### src/rtl/imem_boot_loader_pkg.sv
// Shared types and constants for the instruction memory boot loader.
// FSM encodings, default geometry and bytes-per-word.
package imem_boot_loader_pkg;

    localparam int INS_ADDRESS_D = 9;
    localparam int INS_W_D       = 32;
    localparam int BYTE_W        = 8;
    localparam int BPW           = INS_W_D / BYTE_W;

    typedef enum logic [1:0] {
        ST_IDLE = 2'd0,
        ST_LOAD = 2'd1,
        ST_RUN  = 2'd2
    } state_t;

endpackage

### src/rtl/imem_boot_loader_if.sv
// Byte stream valid/ready channel feeding the loader.
// The source drives valid/data, the loader answers with ready.
interface imem_boot_loader_if;
    import imem_boot_loader_pkg::*;

    logic              s_valid;
    logic [BYTE_W-1:0] s_data;
    logic              s_ready;

    modport master (
        output s_valid,
        output s_data,
        input  s_ready
    );

    modport slave (
        input  s_valid,
        input  s_data,
        output s_ready
    );

endinterface

### src/rtl/imem_boot_loader_byte_word_packer.sv
// Collects little-endian bytes into one instruction word.
// word_valid pulses the cycle after the last byte of a word lands.
module imem_boot_loader_byte_word_packer
    import imem_boot_loader_pkg::*;
#(
    parameter int INS_W = INS_W_D
) (
    input  logic              clk,
    input  logic              reset,
    input  logic              clear,
    input  logic              in_valid,
    input  logic [BYTE_W-1:0] in_data,
    output logic [INS_W-1:0]  word,
    output logic              word_valid
);

    localparam int NB = INS_W / BYTE_W;
    localparam int IW = (NB > 1) ? $clog2(NB) : 1;

    logic [IW-1:0] byte_idx;
    logic          last_byte;

    assign last_byte = (byte_idx == IW'(NB - 1));

    // Byte lane steering, lane counter and end-of-word strobe
    always_ff @(posedge clk) begin
        if (reset) begin
            byte_idx   <= '0;
            word       <= '0;
            word_valid <= 1'b0;
        end else begin
            word_valid <= in_valid && last_byte && !clear;
            if (clear) begin
                byte_idx <= '0;
            end else if (in_valid) begin
                word[BYTE_W*byte_idx +: BYTE_W] <= in_data;
                byte_idx <= last_byte ? '0 : byte_idx + IW'(1);
            end
        end
    end

endmodule

### src/rtl/imem_boot_loader.sv
// Boot loader and read-port arbiter for instruction memory.
// Streams bytes into memory with the core stalled, then hands over to fetch.
module imem_boot_loader
    import imem_boot_loader_pkg::*;
#(
    parameter int INS_ADDRESS = INS_ADDRESS_D,
    parameter int INS_W       = INS_W_D
) (
    input  logic                   clk,
    input  logic                   reset,
    input  logic                   load_start,
    input  logic [INS_ADDRESS-2:0] load_len,
    imem_boot_loader_if.slave      s,
    output logic                   mem_we,
    output logic [INS_ADDRESS-1:0] mem_wa,
    output logic [INS_W-1:0]       mem_wd,
    input  logic [INS_ADDRESS-1:0] pc_addr,
    output logic [INS_ADDRESS-1:0] mem_ra,
    output logic                   core_run,
    output logic                   load_busy,
    output logic                   load_err
);

    localparam int LW    = INS_ADDRESS - 1;
    localparam int DEPTH = 2 ** (INS_ADDRESS - 2);

    state_t           state;
    state_t           state_nx;
    logic [LW-1:0]    len_q;
    logic [LW-1:0]    word_cnt;
    logic [LW-1:0]    len_eff;
    logic             len_big;
    logic             start_ok;
    logic             accept;
    logic             last_write;
    logic             word_valid;
    logic [INS_W-1:0] word;

    assign accept     = s.s_valid && s.s_ready;
    assign start_ok   = load_start && (state != ST_LOAD);
    assign len_big    = load_len > LW'(DEPTH);
    assign len_eff    = len_big ? LW'(DEPTH) : load_len;
    assign last_write = mem_we && (word_cnt == len_q - LW'(1));

    imem_boot_loader_byte_word_packer #(
        .INS_W (INS_W)
    ) u_packer (
        .clk        (clk),
        .reset      (reset),
        .clear      (start_ok),
        .in_valid   (accept),
        .in_data    (s.s_data),
        .word       (word),
        .word_valid (word_valid)
    );

    // State register
    always_ff @(posedge clk) begin
        if (reset) begin
            state <= ST_IDLE;
        end else begin
            state <= state_nx;
        end
    end

    // Next-state: start from IDLE/RUN, finish after the last word write
    always_comb begin
        state_nx = state;
        unique case (state)
            ST_IDLE, ST_RUN: begin
                if (load_start) begin
                    state_nx = (load_len == '0) ? ST_RUN : ST_LOAD;
                end
            end
            ST_LOAD: begin
                if (last_write) begin
                    state_nx = ST_RUN;
                end
            end
            default: state_nx = ST_IDLE;
        endcase
    end

    // Length capture with clamp, write pointer, sticky length error
    always_ff @(posedge clk) begin
        if (reset) begin
            len_q    <= '0;
            word_cnt <= '0;
            load_err <= 1'b0;
        end else if (start_ok) begin
            len_q    <= len_eff;
            word_cnt <= '0;
            load_err <= len_big;
        end else if (mem_we) begin
            word_cnt <= word_cnt + LW'(1);
        end
    end

    // Outputs: handshake, write port and read-port mux
    always_comb begin
        core_run  = (state == ST_RUN);
        load_busy = (state == ST_LOAD);
        s.s_ready = (state == ST_LOAD);
        mem_we    = word_valid && (state == ST_LOAD);
        mem_wd    = word;
        mem_wa    = {word_cnt[INS_ADDRESS-3:0], 2'b00};
        mem_ra    = core_run ? pc_addr : mem_wa;
    end

endmodule

### src/flat_wrapper.sv
// flat-port wrapper written by rule: the top's interface ports become plain ports
module imem_boot_loader_flat import imem_boot_loader_pkg::*;
#(
    parameter int INS_ADDRESS = INS_ADDRESS_D,
    parameter int INS_W       = INS_W_D
)
  (clk, reset, load_start, load_len, mem_we, mem_wa, mem_wd, pc_addr, mem_ra, core_run, load_busy, load_err, s_s_valid, s_s_data, s_s_ready);
  imem_boot_loader_if s_i ();
  input  logic clk;
  input  logic reset;
  input  logic load_start;
  input  logic [INS_ADDRESS-2:0] load_len;
  output logic mem_we;
  output logic [INS_ADDRESS-1:0] mem_wa;
  output logic [INS_W-1:0] mem_wd;
  input  logic [INS_ADDRESS-1:0] pc_addr;
  output logic [INS_ADDRESS-1:0] mem_ra;
  output logic core_run;
  output logic load_busy;
  output logic load_err;
  input wire logic [$bits(s_i.s_valid)-1:0] s_s_valid;
  input wire logic [$bits(s_i.s_data)-1:0] s_s_data;
  output wire logic [$bits(s_i.s_ready)-1:0] s_s_ready;
  assign s_i.s_valid = s_s_valid;
  assign s_i.s_data = s_s_data;
  assign s_s_ready = s_i.s_ready;
  imem_boot_loader #(.INS_ADDRESS(INS_ADDRESS), .INS_W(INS_W)) u_core (.clk(clk), .reset(reset), .load_start(load_start), .load_len(load_len), .s(s_i), .mem_we(mem_we), .mem_wa(mem_wa), .mem_wd(mem_wd), .pc_addr(pc_addr), .mem_ra(mem_ra), .core_run(core_run), .load_busy(load_busy), .load_err(load_err));
endmodule
### config.mk
export PLATFORM = sky130hd
export DESIGN_NAME = imem_boot_loader_flat
export DESIGN_NICKNAME = d
export VERILOG_FILES = /design/src/rtl/imem_boot_loader_pkg.sv /design/src/rtl/imem_boot_loader_if.sv /design/src/rtl/imem_boot_loader_byte_word_packer.sv /design/src/rtl/imem_boot_loader.sv /design/src/flat_wrapper.sv
export SDC_FILE = /design/constraint.sdc
export NUM_CORES = 1
export LEC_CHECK = 0
export BUFFER_PORTS_ARGS = -buffer_cell sky130_fd_sc_hd__buf_2
export CAP_MARGIN = 20
export CORE_UTILIZATION = 55
export CTS_CLUSTER_DIAMETER = 200
export CTS_CLUSTER_SIZE = 30
export DETAILED_ROUTE_END_ITERATION = 7
export PLACE_DENSITY = 0.85
export SLEW_MARGIN = 20
export SYNTH_ARGS = -nofsm -noshare
export SYNTH_HDL_FRONTEND = slang
export SYNTH_SLANG_ARGS = --single-unit
### constraint.sdc
create_clock -name clk -period 3.3 [get_ports clk]
set_clock_uncertainty 0.2 [all_clocks]
set_input_delay 0.33 -clock clk [delete_from_list [all_inputs] [get_ports clk]]
set_output_delay 0.33 -clock clk [all_outputs]
set_load 0.02 [all_outputs]
After elaboration in Yosys (flattened, before gate mapping)
Index checks and enable logic that the tools add are counted.

storage, ports and cells
  bits in registers = 54
  bits of input ports = 29
  output and inout port bits = 55
  word-level logic and storage cells = 43

cells by class
  add/sub/neg operators = 4
  magnitude comparators = 1
  equal/unequal tests = 7
  shift operators = 2
  muxes and demuxes = 8
  bitwise operators = 1
  reductions and logical operators = 13

operators by type and width
  operator                                                number
  negation 5 -> 34 bit                                    1
  variable shift 8 x 34 -> 32 bit (first input constant)  1
  variable part select 8 x 34 -> 32 bit                   1
  bitwise mux 32 bit                                      1
  two-way mux 9 bit                                       1
  adder 8 x 1 -> 8 bit (second input constant)            1
  equality test 8 bit                                     1
  > comparator 8 bit (second input constant)              1
  logical NOT 8 bit                                       1
  two-way mux 2 bit                                       4
  two-way mux 8 bit                                       1
  subtractor 8 x 1 -> 8 bit (second input constant)       1
  logical AND 1 bit                                       6
  equality test 2 bit (second input constant)             2
  != test 2 bit (second input constant)                   2
  one-hot mux 2 bit (2 select lines)                      1
  AND reduction 2 bit                                     2
  OR reduction 2 bit                                      2
  adder 2 x 1 -> 2 bit (second input constant)            1
  equality test 2 x 1 -> 1 bit (second input constant)    1
  logical NOT 2 bit                                       1
  != test 2 x 1 -> 1 bit (second input constant)          1
  logical NOT 1 bit                                       1
  inverter 1 bit                                          1

Depth between registers and ports, before layout
Gate-level depths: netlist (run 1).

  word-level depth = 5
  mapped depth = 8

By module
Synthesis (run 1) repeated with hierarchy kept, for this count alone.

unflattened totals
  cells, all modules = 288
  area total of the unflattened synthesis = 2653.8 sq um

by module, submodules not included
  module                             instances  cells an instance  area each (sq um)
  imem_boot_loader_byte_word_packer  1          137                1375.1
  imem_boot_loader                   1          151                1278.7

Least setup slack after synthesis (run 1)
OpenSTA, ideal clock, no wires.

  path type = reg-to-reg
  from = register u_core.len_q[0]
  to = register u_core.state[0]
  setup time = 122 ps
  arrival = 1683 ps
  required time = 2978 ps
  path slack = 1295 ps
  cell stages (with the launch flop) = 9
  buffers on the path = 1
  clock period less this slack = 2005 ps
  path through = dfxtp_1 > inv_1 > ha_1 > clkbuf_1 > o21bai_1 > a2111oi_0 > a311oi_1 > a32oi_1 > o21ai_1

on the way
  word-level cells in the longest chain between the ends = 5

ends and longest elaborated chain
  what                                  line                    source
  start: declaration                    imem_boot_loader.sv:29  logic [LW-1:0] len_q;
  start signal: assignment              imem_boot_loader.sv:91  len_q <= len_eff;
  subtractor 8 x 1 -> 8 bit             imem_boot_loader.sv:43  assign last_write = mem_we && (word_cnt == len_q - LW'(1));
  equality test 8 bit                   imem_boot_loader.sv:43
  logical AND 1 bit                     imem_boot_loader.sv:43
  != test 2 bit (no source line)        n/a
  AND reduction 2 bit (no source line)  n/a
  end signal: assignment                imem_boot_loader.sv:62  state <= state_nx;
  end: declaration                      imem_boot_loader.sv:27  state_t state;

Every way passes these cells.
A chain may end at the register's enable or synchronous reset.

Worst setup path after layout (run 1)
  from = register u_core.state[0]
  to = output port mem_ra[3]

on the way
  word-level cells in the longest chain between the ends = 2

ends and longest elaborated chain
  what                 line                     source
  equality test 2 bit  imem_boot_loader.sv:101  core_run = (state == ST_RUN);
  two-way mux 9 bit    imem_boot_loader.sv:107  mem_ra = core_run ? pc_addr : mem_wa;
  end: declaration     flat_wrapper.sv:17       output logic [INS_ADDRESS-1:0] mem_ra;

Every way passes these cells.

==> results of run 1 <==
-- metrics by stage --
step                      instance area, um2  worst slack, ns  hold WS (ns)  cells   util
final                                   3050            0.886        0.0536    432  0.682
after global routing                    3050            0.748        0.0506    432  0.682
after CTS                               3050            0.848        0.0497    432  0.682
after detailed placement                2970             1.04         0.243    425  0.664
after global placement                  2970             1.11         0.237    425  0.664
after floorplan                         2640             1.30         0.245    316      -
-- kinds of logic after synthesis --
family / Yosys count
buf+inv: 32
flops: 54
xor+xnor: 15
fa+ha+maj: 8
simple gates: 135
compound gates: 62
other cells: 1
mux: 8
-- worst register-to-register path, cell delays in order (launching register included) --
cell     delay, ns
dfxtp_1       0.49
inv_2         0.11
ha_1          0.35
nor3b_1       0.75
nand3_1       0.17
a21oi_1       0.19
-- state kept, by name (all words and copies together) (netlist names) --
signal	count
u_core.u_packer.word	32
u_core.u_packer.byte_idx	2
u_core.word_cnt	8
u_core.load_err	1
u_core.state	2
u_core.u_packer.word_valid	1
u_core.len_q	8
-- per-layer routing --
layer	share of wire	global-route usage
met3	0.064	0.0442
met4	0.017	0.0911
met1	0.45	0.357
met2	0.47	0.405
met5	0	0
-- cell type report --
class	instances	share of cell area
Clock inverter	1	0.00246
Inverter	8	0.00984
Tap cell	52	0.0213
Multi-Input combinational cell	230	0.456
Clock buffer	6	0.0238
Timing Repair Buffer	81	0.133
Sequential cell	54	0.354
-- cell usage after synthesis (3+ instances only) --
library cell  number  area share
nor3b_1            4       0.011
mux2_1             7       0.030
and2_1             6       0.014
a21oi_1           40       0.076
xor2_1            10       0.033
nand3_1           35       0.067
dfxtp_1           54        0.41
and3_1             5       0.012
xnor2_1            5       0.017
clkbuf_1           9       0.013
nand2b_1           5       0.012
ha_1               8       0.038
nor2_1            11       0.016
o21ai_1            5      0.0095
nand4_1            4      0.0095
buf_4             11       0.031
a22o_1             4       0.013
nand2_1           48       0.068
buf_1              3      0.0043
inv_1              6      0.0086
nor3_1             5      0.0095
-- worst min-delay path by stage --
stage                                       endpoint                                   from
2_1_floorplan           u_core.len_q[0]$_SDFFE_PP0P_                            load_len[0]
3_3_place_gp   u_core.u_packer.word[31]$_SDFFE_PP0P_  u_core.u_packer.word[31]$_SDFFE_PP0P_
3_5_place_dp   u_core.u_packer.word[29]$_SDFFE_PP0P_  u_core.u_packer.word[29]$_SDFFE_PP0P_
4_1_cts                 u_core.len_q[4]$_SDFFE_PP0P_                            load_len[4]
5_1_grt                 u_core.len_q[4]$_SDFFE_PP0P_                            load_len[4]
6_report                u_core.len_q[4]$_SDFFE_PP0P_                            load_len[4]
-- power by group through the flow --
stage          Clock, W  Sequential, W  Combinational, W
2_1_floorplan         0       0.000738          0.000210
3_3_place_gp          0       0.000724          0.000300
3_5_place_dp          0       0.000725          0.000308
4_1_cts        0.000360       0.000710          0.000310
5_1_grt        0.000389       0.000716          0.000342
6_report       0.000357       0.000711          0.000310
==> summary.txt, run 1 <==
Run status
  • Status: finished, violations left
  • Failing checks: design-rule violations

Clocking
  • Clock sinks: 54
  • # H-tree levels: 2
  • TritonCTS clock tree: done
  • CTS buffer count: 5
  • Clock slew at reported path FFs: 0.09 ns
  • CTS-repair resized insts: 0
  • # hold bufs at CTS: 0
  • Clock Tree Buf Depth: 2
  • Setup bufs post-CTS: 0
  • Clock Root Buffer: clkbuf_8
  • Clock Latency Late Sink: 0.31 ns

Setup path
  • CP bufs+invs: 1
  • Required @ worst endpoint: 2.77 ns
  • R2r endpoint: u_core.u_packer.word[23]$_SDFFE_PP0P_
  • Reg2reg start: u_core.u_packer.byte_idx[0]$_SDFFE_PP0P_
  • CP max stage cell: nor2b_1
  • Cells on worst reg2reg path: 5
  • WP data arrival: 1.88 ns
  • Critical path depth in cells: 3
  • R2r setup slk: 0.96 ns
  • Critical path class: reg2out
  • Critical path capture point type: output pin
  • Worst-path cell chain: nor2b_1 -> mux2_1 -> buf_2
  • Worst setup startpoint: u_core.state[0]$_SDFFE_PP0P_
  • Slowest stage delay, CP: 0.67 ns
  • Cell family with most CP delay: simple AND/OR/NAND/NOR gates
  • Crit path capture: mem_ra[3]
  • Critical path launch point type: flop
  • Critical path peak fanout: 11

Synthesis
  • Mux cell area share after synthesis: 0.0338
  • Number of distinct library cells after synthesis: 49
  • Fraction of the mapped netlist area in adder cells: 0.0380
  • Simple-gate area share of the yosys netlist: 0.264
  • Post-synthesis compound-gate area fraction: 0.140
  • Number of synthesis warnings: 0
  • Synth Area in XOR/XNOR: 0.0499
  • Sequential cell area fraction in the yosys report: 0.411
  • Most common flop cell mapped by yosys: dfxtp_1
  • Largest family of logic cells by synthesized area: simple AND/OR/NAND/NOR gates
  • Synthesized area: 0.00263 mm2
  • Flops & latches, synth: 54
  • Mapped Cells: 315
  • Ys async rst share: 0
  • Number of enable flip-flop cells after synthesis: 0
  • Syn Area/Cell: 8.35 um2

Run
  • Max Cap Violations: 0

Routing
  • Drt pass-1 iters: 6
  • DRT iter0 DRCs: 165
  • Final ANT Viol Nets: 0
  • Post-route DRC violation count: 5
  • DR vias: 2452
  • Drt total wl: 6290 um
  • Vias/cell: 5.68
  • Routed length per placed instance: 14.5 um

Power and ir drop
  • Final Power: 0.00138 W
  • Max IR drop VDD: 0.385 mV
  • Net Sw Power: 0.000443 W
  • Comb pwr share: 0.225
  • Reg power frac: 0.516
  • Pint: 0.000935 W
  • Cell Pwr Density: 451 mW/mm2
  • Sw frac: 0.322
  • Clock share of power: 0.259
  • Leak: 1.35 nW

Floorplan
  • Core area: 0.00447 mm2
  • Die width: 71.2 um
  • Row count: 24
  • Top-level I/O count: 84
  • Die ar.: 0.00506 mm2
  • Die height: 71.2 um
  • Initial Util: 0.588

STA
  • Rel. slew slack: 0.403
  • Total Neg Setup Slack: 0 ns
  • Final Hold Viols: 0
  • Post-layout minimum cycle time: 2.41 ns
  • RSZ-0062 raised after global routing: false
  • Final period utilization: 0.731
  • FMAX: 0.414 GHz
  • Number of setup violations in the final report: 0
  • Final Max Tran Viols: 0
  • Worst-Margin Slew: 0.894 ns

Global route
  • Largest net degree at the start of global routing: 43
  • Number of global-route vias before repair: 2142
  • All-Layer GR Usage: 0.258
  • Initial antenna violation count: 0
  • Global-route wire length before repair: 10200 um
  • Total gr overflow: 0

Final layout
  • Synth-to-layout area growth: 16.0%
  • Ant. Diodes: 0
  • FF+latch area: 0.00108 mm2
  • Fill count: 382
  • Commonest non-fill, non-tap cell in the layout: buf_2
  • Nets: 417
  • Commonest cells after routing, fill and taps aside: buf_2 (81), dfxtp_1 (54), nand2_1 (48)
  • Multi-input gate area: 0.00139 mm2
  • Share of layout cells above drive strength 1: 0.247

Worst hold path
  • Depth of the worst hold-timing path: 2
  • Worst min-delay path class: in2reg

Place
  • I/O Buffers: 81
  • Routability congestion estimate: 0.853
  • DP HPWL: 4700 um
Note: power is estimated with default switching activity, not from simulation.
==> run 2, diff against run 1 <==
--- a/config.mk
+++ b/config.mk
@@ -7,11 +7,11 @@
 export LEC_CHECK = 0
 export BUFFER_PORTS_ARGS = -buffer_cell sky130_fd_sc_hd__buf_2
 export CAP_MARGIN = 20
-export CORE_UTILIZATION = 55
+export CORE_UTILIZATION = 46
 export CTS_CLUSTER_DIAMETER = 200
 export CTS_CLUSTER_SIZE = 30
 export DETAILED_ROUTE_END_ITERATION = 7
-export PLACE_DENSITY = 0.85
+export PLACE_DENSITY = 0.76
 export SLEW_MARGIN = 20
 export SYNTH_ARGS = -nofsm -noshare
 export SYNTH_HDL_FRONTEND = slang
==> constraint.sdc (replaced) <==
create_clock -name clk -period 2 [get_ports clk]
set_clock_uncertainty 0.2 [all_clocks]
set_input_delay 0.2 -clock clk [delete_from_list [all_inputs] [get_ports clk]]
set_output_delay 0.2 -clock clk [all_outputs]
set_load 0.02 [all_outputs]
==> run 2 against run 1 <==
Compared with the run above:
- the run now ends clean
- global-route usage fell by 3.5 points
- worst setup slack got worse by 0.78 ns
- core utilization fell by 6.8 points
- highest routed layer unchanged
==> summary.txt, run 2 (synthesis results as in run 1) <==
STA
  • Final Max Tran Viols: 0 (unchanged)
  • RSZ-0062 raised after global routing: false
  • Final Hold Viols: 0 (unchanged)
  • Number of setup violations in the final report: 0 (unchanged)
  • Hold_ws: 0.0208 ns (-0.0328 ns)
  • Final period utilization: 0.945
  • FMAX: 0.529 GHz
  • Post-layout minimum cycle time: 1.89 ns

Global route
  • M2 GR Usage: 0.365 (-0.0398)
  • Initial antenna violation count: 0 (unchanged)
  • Met3 Track Usage GR: 0.0459 (+0.00172)
  • Number of global-route vias before repair: 2319 (+8.3%)
  • Total gr overflow: 0 (unchanged)
  • Global-route wire length before repair: 10600 um (+4.0%)
  • Largest net degree at the start of global routing: 36 (-16%)
  • All-Layer GR Usage: 0.223 (-0.0352)
  • Grt peak-use layer: met2
  • Met1 Use GR: 0.280 (-0.0776)

Final layout
  • Largest registers: u_core.u_packer.word (32), u_core.len_q (8), u_core.word_cnt (8)
  • Share of layout cells above drive strength 1: 0.272 (+0.0247)
  • Most flops, register: u_core.u_packer.word
  • Commonest non-fill, non-tap cell in the layout: buf_2
  • Ant. Diodes: 0 (unchanged)
  • Commonest cells after routing, fill and taps aside: buf_2 (81), dfxtp_1 (53), nand2_1 (48)
  • Max reg flops: 32 (unchanged)
  • FF+latch area: 0.00108 mm2 (+0.12%)
  • Synth-to-layout area growth: 28.5%
  • Nets: 444 (+6.5%)
  • Fill count: 493 (+29%)
  • Multi-input gate area: 0.00142 mm2 (+2.1%)
  • Fin area: 0.00338 mm2 (+11%)

Routing
  • Drt total wl: 6670 um (+6.2%)
  • Drt pass-1 iters: 4 (-2)
  • Post-route DRC violation count: 0 (-5)
  • Vias/cell: 5.26 (-7.4%)
  • Final ANT Viol Nets: 0 (unchanged)
  • DR vias: 2523 (+2.9%)
  • DRT iter0 DRCs: 189 (+15%)
  • Routed length per placed instance: 13.9 um (-4.4%)

Setup path
  • Required @ worst endpoint: 1.60 ns (-1.17 ns)
  • Critical path launch point type: flop
  • Critical path peak fanout: 9 (-2)
  • WP data arrival: 1.49 ns (-0.39 ns)
  • CP bufs+invs: 3 (+2)
  • CP max stage cell: dfxtp_1
  • Worst-path cell chain: nand2b_4 -> inv_4 -> and2_1 -> buf_4 -> buf_2
  • Critical path capture point type: output pin
  • Critical path class: reg2out
  • Worst setup startpoint: u_core.state[0]$_SDFFE_PP0P_
  • Slowest stage delay, CP: 0.40 ns (-0.27 ns)
  • Reg2reg start: u_core.len_q[2]$_SDFFE_PP0P_
  • Cell family with most CP delay: buffers and inverters

Clocking
  • TritonCTS clock tree: done
  • CTS buffer count: 5 (unchanged)
  • Clock slew at reported path FFs: 0.09 ns (about the same)
  • # H-tree levels: 2 (unchanged)
  • Clock Latency Late Sink: 0.31 ns (about the same)
  • Clock Root Buffer: clkbuf_8
  • Clock sinks: 54 (unchanged)
  • Setup bufs post-CTS: 0 (unchanged)
  • Clock Tree Buf Depth: 2 (unchanged)

Run status
  • Status: complete, no violations

Floorplan
  • Row count: 27 (+13%)
  • Top-level I/O count: 84 (unchanged)
  • Die height: 77.6 um (+9.1%)
  • Die ar.: 0.00603 mm2 (+19%)
  • Initial Util: 0.478 (-0.110)
  • Core area: 0.00551 mm2 (+23%)
  • Die width: 77.6 um (+9.1%)

Power and ir drop
  • Leak: 1.49 nW (+11%)
  • Max IR drop VDD: 0.432 mV (+12%)
  • Cell Pwr Density: 724 mW/mm2 (+60%)

Place
  • DP HPWL: 4650 um (-0.93%)
  • I/O Buffers: 81 (unchanged)
  • Cell Area, Placed: 0.00307 mm2 (+3.4%)
  • Routability congestion estimate: 0.886 (+3.9%)

Worst hold path
  • Worst min-delay path class: in2reg
  • HP Start: load_start

Run
  • Max Cap Violations: 0 (unchanged)
run 2: stage by stage:
stage / instances / utilization / total power, W / worst slack (ns) / TNS, ns
floorplan: 316 / - / 0.00156 / 0.0287 / 0
global placement: 455 / 0.558 / 0.00173 / 0.0839 / 0
detailed placement: 455 / 0.558 / 0.00174 / -0.0276 / -0.0276
CTS: 480 / 0.609 / 0.00244 / 0.0366 / 0
global route: 480 / 0.614 / 0.00256 / 0.0224 / 0
finish: 480 / 0.614 / 0.00245 / 0.110 / 0
run 2: cell type report:
class | instances | area share
Clock buffer | 7 | 0.0285
Timing Repair Buffer | 108 | 0.192
Clock inverter | 1 | 0.00259
Sequential cell | 54 | 0.320
Inverter | 8 | 0.00962
Multi-Input combinational cell | 230 | 0.420
Tap cell | 72 | 0.0266
run 2: timing repair:
| item | 4_1_cts | 5_1_grt |
|---|---|---|
| pin swaps | 0 | 1 |
| gates cloned | 0 | 0 |
| hold endpoints to repair | 33 | 0 |
| resized for setup | 2 | 6 |
| hold buffers | 17 | 0 |
| setup endpoints to repair | 2 | 3 |
run 2: worst reg2reg max path, cell delays in order (launching register included):
cell and delay (ns):
dfxtp_1 0.40, nor4_4 0.39, a211oi_1 0.13, a311oi_1 0.34, a31oi_1 0.13, and2_1 0.16
run 2: report_power, final:
group          internal [W]  switching, W  leakage [nW]  total [W]
registers           0.00112     0.0000450         0.437    0.00117
logic              0.000235      0.000367          1.00   0.000602
clock network      0.000318      0.000358        0.0544   0.000676
total               0.00168      0.000770          1.49    0.00245
run 2: layer usage:
layer  vias up  part of all wire
met4         0             0.021
met2        82              0.48
met5         -                 0
met1      1152              0.45
li1       1271                 -
met3        18             0.051
run 2: final timing paths:
kind / slack (ns) / endpoint / cells after the start
worst max-delay path: 0.11 / mem_we / 5
worst min-delay path: 0.02 / u_core.load_err$_SDFFE_PP0P_ / 3
worst max register to register: 0.15 / u_core.state[1]$_SDFFE_PP0P_ / 5
worst min register to register: 0.26 / u_core.u_packer.word[14]$_SDFFE_PP0P_ / 2
==> run 3, diff against run 2 <==
--- a/config.mk
+++ b/config.mk
@@ -7,11 +7,12 @@
 export LEC_CHECK = 0
 export BUFFER_PORTS_ARGS = -buffer_cell sky130_fd_sc_hd__buf_2
 export CAP_MARGIN = 20
-export CORE_UTILIZATION = 46
+export CORE_UTILIZATION = 47
+export CTS_BUF_LIST = sky130_fd_sc_hd__clkbuf_4
 export CTS_CLUSTER_DIAMETER = 200
 export CTS_CLUSTER_SIZE = 30
 export DETAILED_ROUTE_END_ITERATION = 7
-export PLACE_DENSITY = 0.76
+export PLACE_DENSITY = 0.78
 export SLEW_MARGIN = 20
 export SYNTH_ARGS = -nofsm -noshare
 export SYNTH_HDL_FRONTEND = slang
==> run 3 against run 2 <==
Compared with the run above:
- worst setup slack got worse by 0.046 ns
- power down 8.3%
- combinational power about the same
- critical endpoint is now mem_ra[3]
- highest routed layer unchanged
==> summary.txt, run 3 (synthesis results as in run 1) <==
Run status
  • Status: complete, no violations

Place
  • Routability congestion estimate: 0.895 (+1.0%)
  • I/O Buffers: 81 (unchanged)
  • DP HPWL: 4850 um (+4.3%)
  • Placed Cells: 454 (-0.22%)
  • Worst slack at placement: 0.0712 ns (+0.0988 ns)

Worst hold path
  • HP Start: load_len[6]
  • Depth of the worst hold-timing path: 2 (-1)
  • Hold endpoint: u_core.len_q[6]$_SDFFE_PP0P_
  • Worst min-delay path class: in2reg

Floorplan
  • Initial Util: 0.502 (+0.0245)
  • Die height: 76.8 um (-1.0%)
  • Die width: 76.8 um (-1.0%)
  • Row count: 26 (-3.7%)
  • Top-level I/O count: 84 (unchanged)
  • Core area: 0.00524 mm2 (-4.9%)
  • Die ar.: 0.00590 mm2 (-2.1%)

Final layout
  • Most flops, register: u_core.u_packer.word
  • Commonest cells after routing, fill and taps aside: buf_2 (80), dfxtp_1 (51), nand2_1 (48)
  • Commonest non-fill, non-tap cell in the layout: buf_2
  • Share of layout cells above drive strength 1: 0.275 (+0.00288)
  • Max reg flops: 32 (unchanged)
  • Largest registers: u_core.u_packer.word (32), u_core.len_q (8), u_core.word_cnt (8)
  • Synth-to-layout area growth: 27.7%
  • Finished Layout Cells: 481 (+0.21%)
  • Ant. Diodes: 0 (unchanged)
  • Nets: 448 (+0.90%)
  • Fill count: 435 (-12%)

STA
  • FMAX: 0.516 GHz (-2.4%)
  • Final Max Tran Viols: 0 (unchanged)
  • Number of setup violations in the final report: 0 (unchanged)
  • Final Hold Viols: 0 (unchanged)
  • Post-layout minimum cycle time: 1.94 ns (+0.0464 ns)
  • Setup ws final: 0.0631 ns (-0.0464 ns)
  • Hold_ws: 0.0235 ns (+0.00269 ns)
  • Final period utilization: 0.968 (+0.0232)
  • RSZ-0062 raised after global routing: true

Routing
  • Post-route DRC violation count: 0 (unchanged)
  • Final ANT Viol Nets: 0 (unchanged)
  • DR vias: 2594 (+2.8%)
  • Routed length per placed instance: 14.4 um (+3.6%)
  • Drt pass-1 iters: 5 (+1)
  • Drt total wl: 6930 um (+3.8%)
  • Vias/cell: 5.39 (+2.6%)
  • DRT iter0 DRCs: 195 (+3.2%)

Global route
  • Initial antenna violation count: 0 (unchanged)
  • Total gr overflow: 0 (unchanged)
  • Global-route wire length before repair: 11100 um (+5.0%)
  • Largest net degree at the start of global routing: 24 (-33%)
  • Number of global-route vias before repair: 2372 (+2.3%)
  • All-Layer GR Usage: 0.235 (+0.0129)

Setup path
  • Worst setup startpoint: u_core.state[1]$_SDFFE_PP0P_
  • WP data arrival: 1.54 ns (+0.05 ns)
  • Cells on worst reg2reg path: 5 (unchanged)
  • Critical path class: reg2out
  • CP max stage cell: dfxtp_1
  • Critical path launch point type: flop
  • Critical path peak fanout: 11 (+2)
  • R2r endpoint: u_core.state[1]$_SDFFE_PP0P_
  • Critical path capture point type: output pin
  • CP bufs+invs: 2 (-1)
  • Worst-path cell chain: nor2b_1 -> buf_6 -> mux2_1 -> buf_2
  • Required @ worst endpoint: 1.60 ns (about the same)
  • Slowest stage delay, CP: 0.35 ns (-0.05 ns)
  • R2r setup slk: 0.08 ns (-0.07 ns)
  • Cell family with most CP delay: flip-flops
  • Reg2reg start: u_core.len_q[2]$_SDFFE_PP0P_

Power and ir drop
  • Final Power: 0.00225 W (-8.3%)
  • Max IR drop VDD: 0.446 mV (+3.4%)
  • Leak: 1.49 nW (-0.16%)
  • Cell Pwr Density: 669 mW/mm2 (-7.7%)

Clocking
  • Clock sinks: 54 (unchanged)
  • Clock Root Buffer: clkbuf_4
  • Clock Tree Buf Depth: 2 (unchanged)
  • Clock slew at reported path FFs: 0.14 ns (+0.05 ns)
  • Clock Latency Late Sink: 0.36 ns (+0.05 ns)
  • CTS buffer count: 5 (unchanged)
  • TritonCTS clock tree: done
  • # H-tree levels: 2 (unchanged)

Run
  • Max Cap Violations: 0 (unchanged)
## run 3: power breakdown
part           switching (W)  internal, W
logic               0.000366     0.000236
clock network       0.000313     0.000161
registers          0.0000419      0.00113
## run 3: layout make-up
class                   instances  area (um2)  share of cell area
multi-input cells             230        1410               0.419
flip-flops and latches         54        1080               0.323
repair buffers                112         697               0.207
well taps                      70        87.6              0.0261
clock buffers                   7        52.6              0.0156
inverters                       8        30.0             0.00894
## run 3: routing by layer
layer  up-vias  routed length, um  share of wire  GRT usage
li1       1275                  -              -          -
met1      1209               3010           0.43      0.295
met2        92               3340           0.48      0.389
met3        18                376          0.054     0.0452
met4         0                197          0.028      0.106
met5         -                  0              0          0
## run 3: worst reg2reg max path, cell delays in order, from the launching register on
cell      delay, ns
dfxtp_1        0.40
nor4_2         0.44
a211oi_1       0.14
a311oi_1       0.38
a31oi_1        0.13
and2_1         0.16
## run 3: worst max-delay path by stage
stage / endpoint / cells past startpoint
2_1_floorplan: u_core.state[0]$_SDFFE_PP0P_ / 8
3_3_place_gp: u_core.len_q[0]$_SDFFE_PP0P_ / 6
3_5_place_dp: u_core.state[0]$_SDFFE_PP0P_ / 7
4_1_cts: mem_we / 5
5_1_grt: mem_ra[5] / 4
6_report: mem_ra[3] / 4
## run 3: through the flow
stage | utilization | instance area, um2 | setup TNS (ns)
after global placement | 0.588 | 3080 | 0
after detailed placement | 0.588 | 3080 | 0
after floorplan | - | 2640 | 0
after global routing | 0.641 | 3360 | -0.0412
final | 0.641 | 3360 | 0
after CTS | 0.636 | 3330 | 0
## run 3: what timing repair did
action	CTS	global route
pin swaps	0	4
setup buffers	0	1
resized for setup	1	10
endpoints found under the hold margin	42	0
endpoints found under the setup margin	1	15
hold buffers	20	0
